===== src/rtl/psc_ctrl_pkg.sv =====
// Shared definitions for the PSC tile sequencer.
// Holds the sequencer FSM state encoding and the converter-array mode encodings.
package psc_ctrl_pkg;

  typedef enum logic [2:0] {
    StIdle   = 3'd0,
    StLaunch = 3'd1,
    StWait   = 3'd2,
    StGap    = 3'd3,
    StDone   = 3'd4
  } psc_state_e;

  localparam logic [1:0] MODE_IDLE = 2'b00;
  localparam logic [1:0] MODE_S2P  = 2'b01;
  localparam logic [1:0] MODE_P2S  = 2'b10;
  localparam logic [1:0] MODE_RSVD = 2'b11;

endpackage


===== src/rtl/psc_watchdog.sv =====
// Per-pass watchdog for the PSC tile sequencer.
// Counts enabled cycles from a clear and flags the terminal count.
//   clk        : clock
//   reset      : asynchronous active-high reset
//   i_clear    : return the count to zero (priority over enable)
//   i_enable   : advance the count by one this cycle
//   o_expired  : count has reached TIMEOUT_CYCLES-1
module psc_watchdog #(
  parameter int unsigned TIMEOUT_CYCLES = 1024
) (
  input  logic clk,
  input  logic reset,
  input  logic i_clear,
  input  logic i_enable,
  output logic o_expired
);

  localparam logic [15:0] TermCnt = 16'(TIMEOUT_CYCLES - 1);

  logic [15:0] r_count;

  // Saturates at the terminal count so a stalled enable can never wrap to zero.
  always_ff @(posedge clk or posedge reset) begin
    if (reset) begin
      r_count <= '0;
    end else if (i_clear) begin
      r_count <= '0;
    end else if (i_enable && !o_expired) begin
      r_count <= r_count + 16'd1;
    end
  end

  assign o_expired = (r_count == TermCnt);

endmodule


===== src/rtl/psc_tile_sequencer.sv =====
// PSC tile sequencer.
// Accepts a (mode, pass count) command from the host, then issues one start pulse per pass to
// the converter array and waits for its finish, with a watchdog bounding each wait. Reports a
// one-cycle done pulse at the end of the command and a sticky timeout error.
//   clk/reset            : clock, asynchronous active-high reset
//   cmd_valid/cmd_ready  : command handshake (ready only while idle)
//   cmd_mode/cmd_count   : conversion mode and number of passes
//   psc_mode/psc_start   : mode and start pulse to the converter array
//   psc_finish           : completion from the converter array (level or pulse)
//   busy/pass_idx        : command in progress, 0-based current pass
//   done/error           : command complete pulse, sticky timeout flag
// All outputs are registered.
module psc_tile_sequencer
  import psc_ctrl_pkg::*;
#(
  parameter int unsigned MAX_WORD_LENGTH = 16,
  parameter int unsigned COUNT_W         = 8,
  parameter int unsigned TIMEOUT_CYCLES  = 1024
) (
  input  logic               clk,
  input  logic               reset,
  input  logic               cmd_valid,
  output logic               cmd_ready,
  input  logic [1:0]         cmd_mode,
  input  logic [COUNT_W-1:0] cmd_count,
  output logic [1:0]         psc_mode,
  output logic               psc_start,
  input  logic               psc_finish,
  output logic               busy,
  output logic [COUNT_W-1:0] pass_idx,
  output logic               done,
  output logic               error
);

  if ((TIMEOUT_CYCLES < 2) || (TIMEOUT_CYCLES > 65535) || (MAX_WORD_LENGTH == 0)) begin : g_bad_param
    $error("psc_tile_sequencer: illegal parameter value");
  end

  psc_state_e         r_state;
  psc_state_e         w_state_d;
  logic               r_cmd_ready;
  logic               r_busy;
  logic               r_psc_start;
  logic               r_done;
  logic               r_error;
  logic [1:0]         r_psc_mode;
  logic [COUNT_W-1:0] r_count;
  logic [COUNT_W-1:0] r_pass_idx;

  logic w_accept;
  logic w_pass_adv;
  logic w_timeout;
  logic w_last_pass;
  logic w_wd_clear;
  logic w_wd_en;
  logic w_wd_expired;

  assign w_last_pass = (r_pass_idx == (r_count - COUNT_W'(1)));

  psc_watchdog #(
    .TIMEOUT_CYCLES (TIMEOUT_CYCLES)
  ) u_watchdog (
    .clk       (clk),
    .reset     (reset),
    .i_clear   (w_wd_clear),
    .i_enable  (w_wd_en),
    .o_expired (w_wd_expired)
  );

  always_comb begin
    w_state_d  = r_state;
    w_accept   = 1'b0;
    w_pass_adv = 1'b0;
    w_timeout  = 1'b0;
    w_wd_clear = 1'b0;
    w_wd_en    = 1'b0;
    unique case (r_state)
      StIdle: begin
        if (cmd_valid) begin
          w_accept  = 1'b1;
          w_state_d = (cmd_count != '0) ? StLaunch : StDone;
        end
      end
      // psc_finish is deliberately not looked at here: it may still be high from the last pass.
      StLaunch: begin
        w_wd_clear = 1'b1;
        w_state_d  = StWait;
      end
      StWait: begin
        w_wd_en = 1'b1;
        // Finish is checked first so a finish on the terminal watchdog cycle is not an error.
        if (psc_finish) begin
          if (w_last_pass) begin
            w_state_d = StDone;
          end else begin
            w_pass_adv = 1'b1;
            w_state_d  = StGap;
          end
        end else if (w_wd_expired) begin
          w_timeout = 1'b1;
          w_state_d = StDone;
        end
      end
      StGap:   w_state_d = StLaunch;
      StDone:  w_state_d = StIdle;
      default: w_state_d = StIdle;
    endcase
  end

  // Status outputs are registered from the next state so they line up with the state register.
  always_ff @(posedge clk or posedge reset) begin
    if (reset) begin
      r_state     <= StIdle;
      r_cmd_ready <= 1'b1;
      r_busy      <= 1'b0;
      r_psc_start <= 1'b0;
      r_done      <= 1'b0;
      r_error     <= 1'b0;
      r_psc_mode  <= MODE_IDLE;
      r_count     <= '0;
      r_pass_idx  <= '0;
    end else begin
      r_state     <= w_state_d;
      r_cmd_ready <= (w_state_d == StIdle);
      r_busy      <= (w_state_d != StIdle);
      r_psc_start <= (w_state_d == StLaunch);
      r_done      <= (w_state_d == StDone);
      if (w_accept) begin
        r_psc_mode <= cmd_mode;
        r_count    <= cmd_count;
        r_pass_idx <= '0;
        r_error    <= 1'b0;
      end
      if (w_pass_adv) begin
        r_pass_idx <= r_pass_idx + COUNT_W'(1);
      end
      if (w_timeout) begin
        r_error <= 1'b1;
      end
    end
  end

  assign cmd_ready = r_cmd_ready;
  assign busy      = r_busy;
  assign psc_start = r_psc_start;
  assign done      = r_done;
  assign error     = r_error;
  assign psc_mode  = r_psc_mode;
  assign pass_idx  = r_pass_idx;

endmodule


===== config.mk =====
export PLATFORM = sky130hd
export DESIGN_NAME = psc_tile_sequencer
export DESIGN_NICKNAME = d
export VERILOG_FILES = /design/src/rtl/psc_ctrl_pkg.sv /design/src/rtl/psc_watchdog.sv /design/src/rtl/psc_tile_sequencer.sv
export SDC_FILE = /design/constraint.sdc
export NUM_CORES = 1
export LEC_CHECK = 0
export CORE_MARGIN = 10
export CORE_UTILIZATION = 55
export DETAILED_ROUTE_END_ITERATION = 8
export GPL_ROUTABILITY_DRIVEN = 0
export PLACE_DENSITY = 0.79
export REMOVE_ABC_BUFFERS = 1
export SYNTH_ARGS = -nofsm -noshare
export SYNTH_HDL_FRONTEND = slang
export SYNTH_SLANG_ARGS = --single-unit

===== constraint.sdc =====
create_clock -name clk -period 2.6 [get_ports clk]
set_input_delay 0.52 -clock clk [delete_from_list [all_inputs] [get_ports clk]]
set_output_delay 0.52 -clock clk [all_outputs]
set_load 0.005 [all_outputs]

==> impl_metrics.json, run 1 <==
{
  "finalHoldViolations": 0,
  "grt_pass1_wl_um": 8650,
  "leakage_nw": 1.21,
  "avgSynthCellArea_um2": 9.48,
  "coreArea_mm2": 0.00400,
  "synth_ff_type": "dfrtp_1",
  "wirelength_um": 4990,
  "p_sw_mw": 0.910,
  "cp.required_ps": 2790,
  "wl_met2_um": 2660,
  "num_rows": 23,
  "dp_hpwl_um": 3740,
  "clock_latency_ps": 300,
  "crit_fanout": 8,
  "min_period_ps": 2290,
  "htreeDepth": 2,
  "critical_path_arrival_ps": 2480,
  "die_w_um": 84.3,
  "hold_class": "reg2reg",
  "synth_edf_count": 0,
  "layout.cells.non_filler": 325,
  "start_util_pct": 56.9,
  "syn_inst": 240,
  "final_area_mm2": 0.00275,
  "nets": 291,
  "rsz0062_at_grt": "false",
  "ys_seq_elements": 42,
  "postPlaceCellArea_mm2": 0.00264,
  "slew_viol_final": 0,
  "drtIter0Drc": 85,
  "whs_ps": 480,
  "fin_worst_skew_ps": 4.86,
  "cts_tree": "built",
  "fmax_mhz": 436,
  "highest_layer": "met4",
  "synth_top_area_cell": "dfrtp_1",
  "synthArstFlopShare_pct": 100,
  "diodes": 0,
  "worst-slew-pin-transition_ps": 549,
  "critPathLaunchType": "flop",
  "antenna_found_initial": 0,
  "ant_nets": 0,
  "cts.sinks": 42,
  "setup_viol": 0,
  "grt_overflow": 0,
  "swShare_pct": 37.7,
  "synth-seq-area-share_pct": 46.2,
  "wire_per_inst_um": 15.3,
  "portBuffers": 28,
  "via_per_inst": 5.53,
  "p_int_mw": 1.51,
  "ys_types": 48,
  "clk_pin_slew_ps": 80,
  "track_usage_pct": 14.3,
  "syn_area_mm2": 0.00228,
  "yosys_warnings": 0,
  "combinationalPowerShare_pct": 38.4,
  "critPathKind": "reg2reg",
  "cts_resized": 0,
  "wl_met3_um": 182,
  "ctsHoldBuffers": 0,
  "ir_drop_v": 0.000447,
  "clockBufferDepth": 2,
  "finalPower_mw": 2.42,
  "clockPowerShare_pct": 21.7,
  "dr.pass1.iters": 4,
  "root_buffer": "clkbuf_8",
  "yosysTopAreaCellShare_pct": 45.1,
  "grt_pass1_vias": 1883,
  "powerDensity_mw_per_mm2": 879,
  "drive_gt1_share_pct": 9.82,
  "dieArea_mm2": 0.00711,
  "cts_made_buffers": 5,
  "p_seq_share_pct": 40.0,
  "area_delta_synth_final_pct": 20.7,
  "slew-limit-headroom_pct": 63.2,
  "num_vias": 1797,
  "die_h_um": 84.3,
  "grt_max_degree": 43,
  "place_inst": 317,
  "num_io_pins": 29,
  "synthTopCellsByArea": "dfrtp_1, nand2_1, xor2_1",
  "wl_met1_um": 2080,
  "cts_setup_buffers": 0,
  "cap_viol_max_count": 0,
  "finalCritPeriodShare_pct": 88.1,
  "drcViolationCount": 0,
  "outcome": "complete, no violations",
  "endpoint_kind": "flop",
  "fin_tns_setup_ps": 0
}
-- Yosys cell counts (3+ instances only) --
master / instances
and2_1: 5
nor3_1: 9
xor2_1: 12
xnor2_1: 11
inv_1: 6
nor4_1: 5
clkbuf_1: 6
or3_1: 3
nor2b_1: 3
nand3_1: 13
and3_1: 5
nor3b_1: 3
ha_1: 3
nor2_1: 21
a21oi_1: 5
dfrtp_1: 41
o21ai_0: 7
o22ai_1: 3
nand2_1: 40
a22o_1: 3
-- sequential cells by signal, summed over array words and instances, names as in the netlist --
| name | flops |
|---|---|
| psc_start | 1 |
| r_count | 8 |
| cmd_ready | 1 |
| u_watchdog.r_count | 16 |
| error | 1 |
| r_state | 3 |
| done | 1 |
| busy | 1 |
| psc_mode | 2 |
| pass_idx | 8 |
-- kinds of logic after synthesis --
kind of cell             share of synthesized area [%]
XOR/XNOR                                          8.85
adder cells (fa/ha/maj)                           1.65
flip-flops                                        46.2
buffers and inverters                             2.91
AO/OA/AOI/OAI                                     11.2
multiplexers                                     0.440
AND/OR/NAND/NOR                                   28.8
-- path summary, 6_finish.rpt --
path | to | slack (ps) | from | cells after the start
min in group asynchronous | pass_idx[0] | 650 | reset | 3
worst max register to register | pass_idx[2] | 310 | r_count[2] | 7
worst max-delay path | pass_idx[2] | 310 | r_count[2] | 7
max in group asynchronous | cmd_ready | 1570 | reset | 3
worst min-delay path | psc_mode[0] | 480 | psc_mode[0] | 2
worst min register to register | psc_mode[0] | 480 | psc_mode[0] | 2
-- worst max-delay path, cell delays in order (launching register included) --
cell	delay (ps)
dfrtp_1	440
or3_4	440
nor4_4	240
a211oi_2	110
o41ai_4	400
buf_4	230
nor3b_1	60
a211o_1	270
-- layout by cell type, fill, tap and decap left out, types with 6 or more instances in the layout --
cell             count
dfrtp_1             41
nand2_1             40
clkdlybuf4s50_1     28
nor2_1              21
nand3_1             13
xor2_1              12
xnor2_1             11
nor3_1               9
buf_4                8
o21ai_0              7
inv_1                6
-- metal layers --
metal | GRT usage, % | vias up
li1 | - | 902
met1 | 15.2 | 869
met2 | 26.5 | 21
met3 | 3.77 | 5
met4 | 5.02 | 0
met5 | 0 | -
-- cell type report --
| class | count | area [µm²] |
|---|---|---|
| fillers | 333 | 1250 |
| multi-input cells | 183 | 1160 |
| flip-flops and latches | 42 | 1050 |
| repair buffers | 36 | 340 |
| clock buffers | 5 | 68.8 |
| well taps | 50 | 62.6 |
| clock inverters | 3 | 43.8 |
| inverters | 6 | 22.5 |
-- power by group through the flow --
stage	registers, mW	logic, mW	clock network (mW)
floorplan	0.943	0.618	0
global placement	0.971	0.901	0
detailed placement	0.980	0.932	0
CTS	0.967	0.938	0.536
global route	0.991	1.04	0.559
finish	0.966	0.927	0.524
-- per-stage QoR --
stage | util, % | setup WS, ps
after floorplan | - | 415
after global placement | 65.9 | 320
after detailed placement | 65.9 | 298
after CTS | 68.7 | 306
after global routing | 68.7 | 149
final | 68.7 | 308
(Power assumes the default switching activity.)
==> run 2: changes to the inputs <==
ABC_CLOCK_PERIOD_IN_PS = 2600   (was not set)
==> results of run 2 <==
No change in the layout: final DEF, timing and power equal those of run 1.
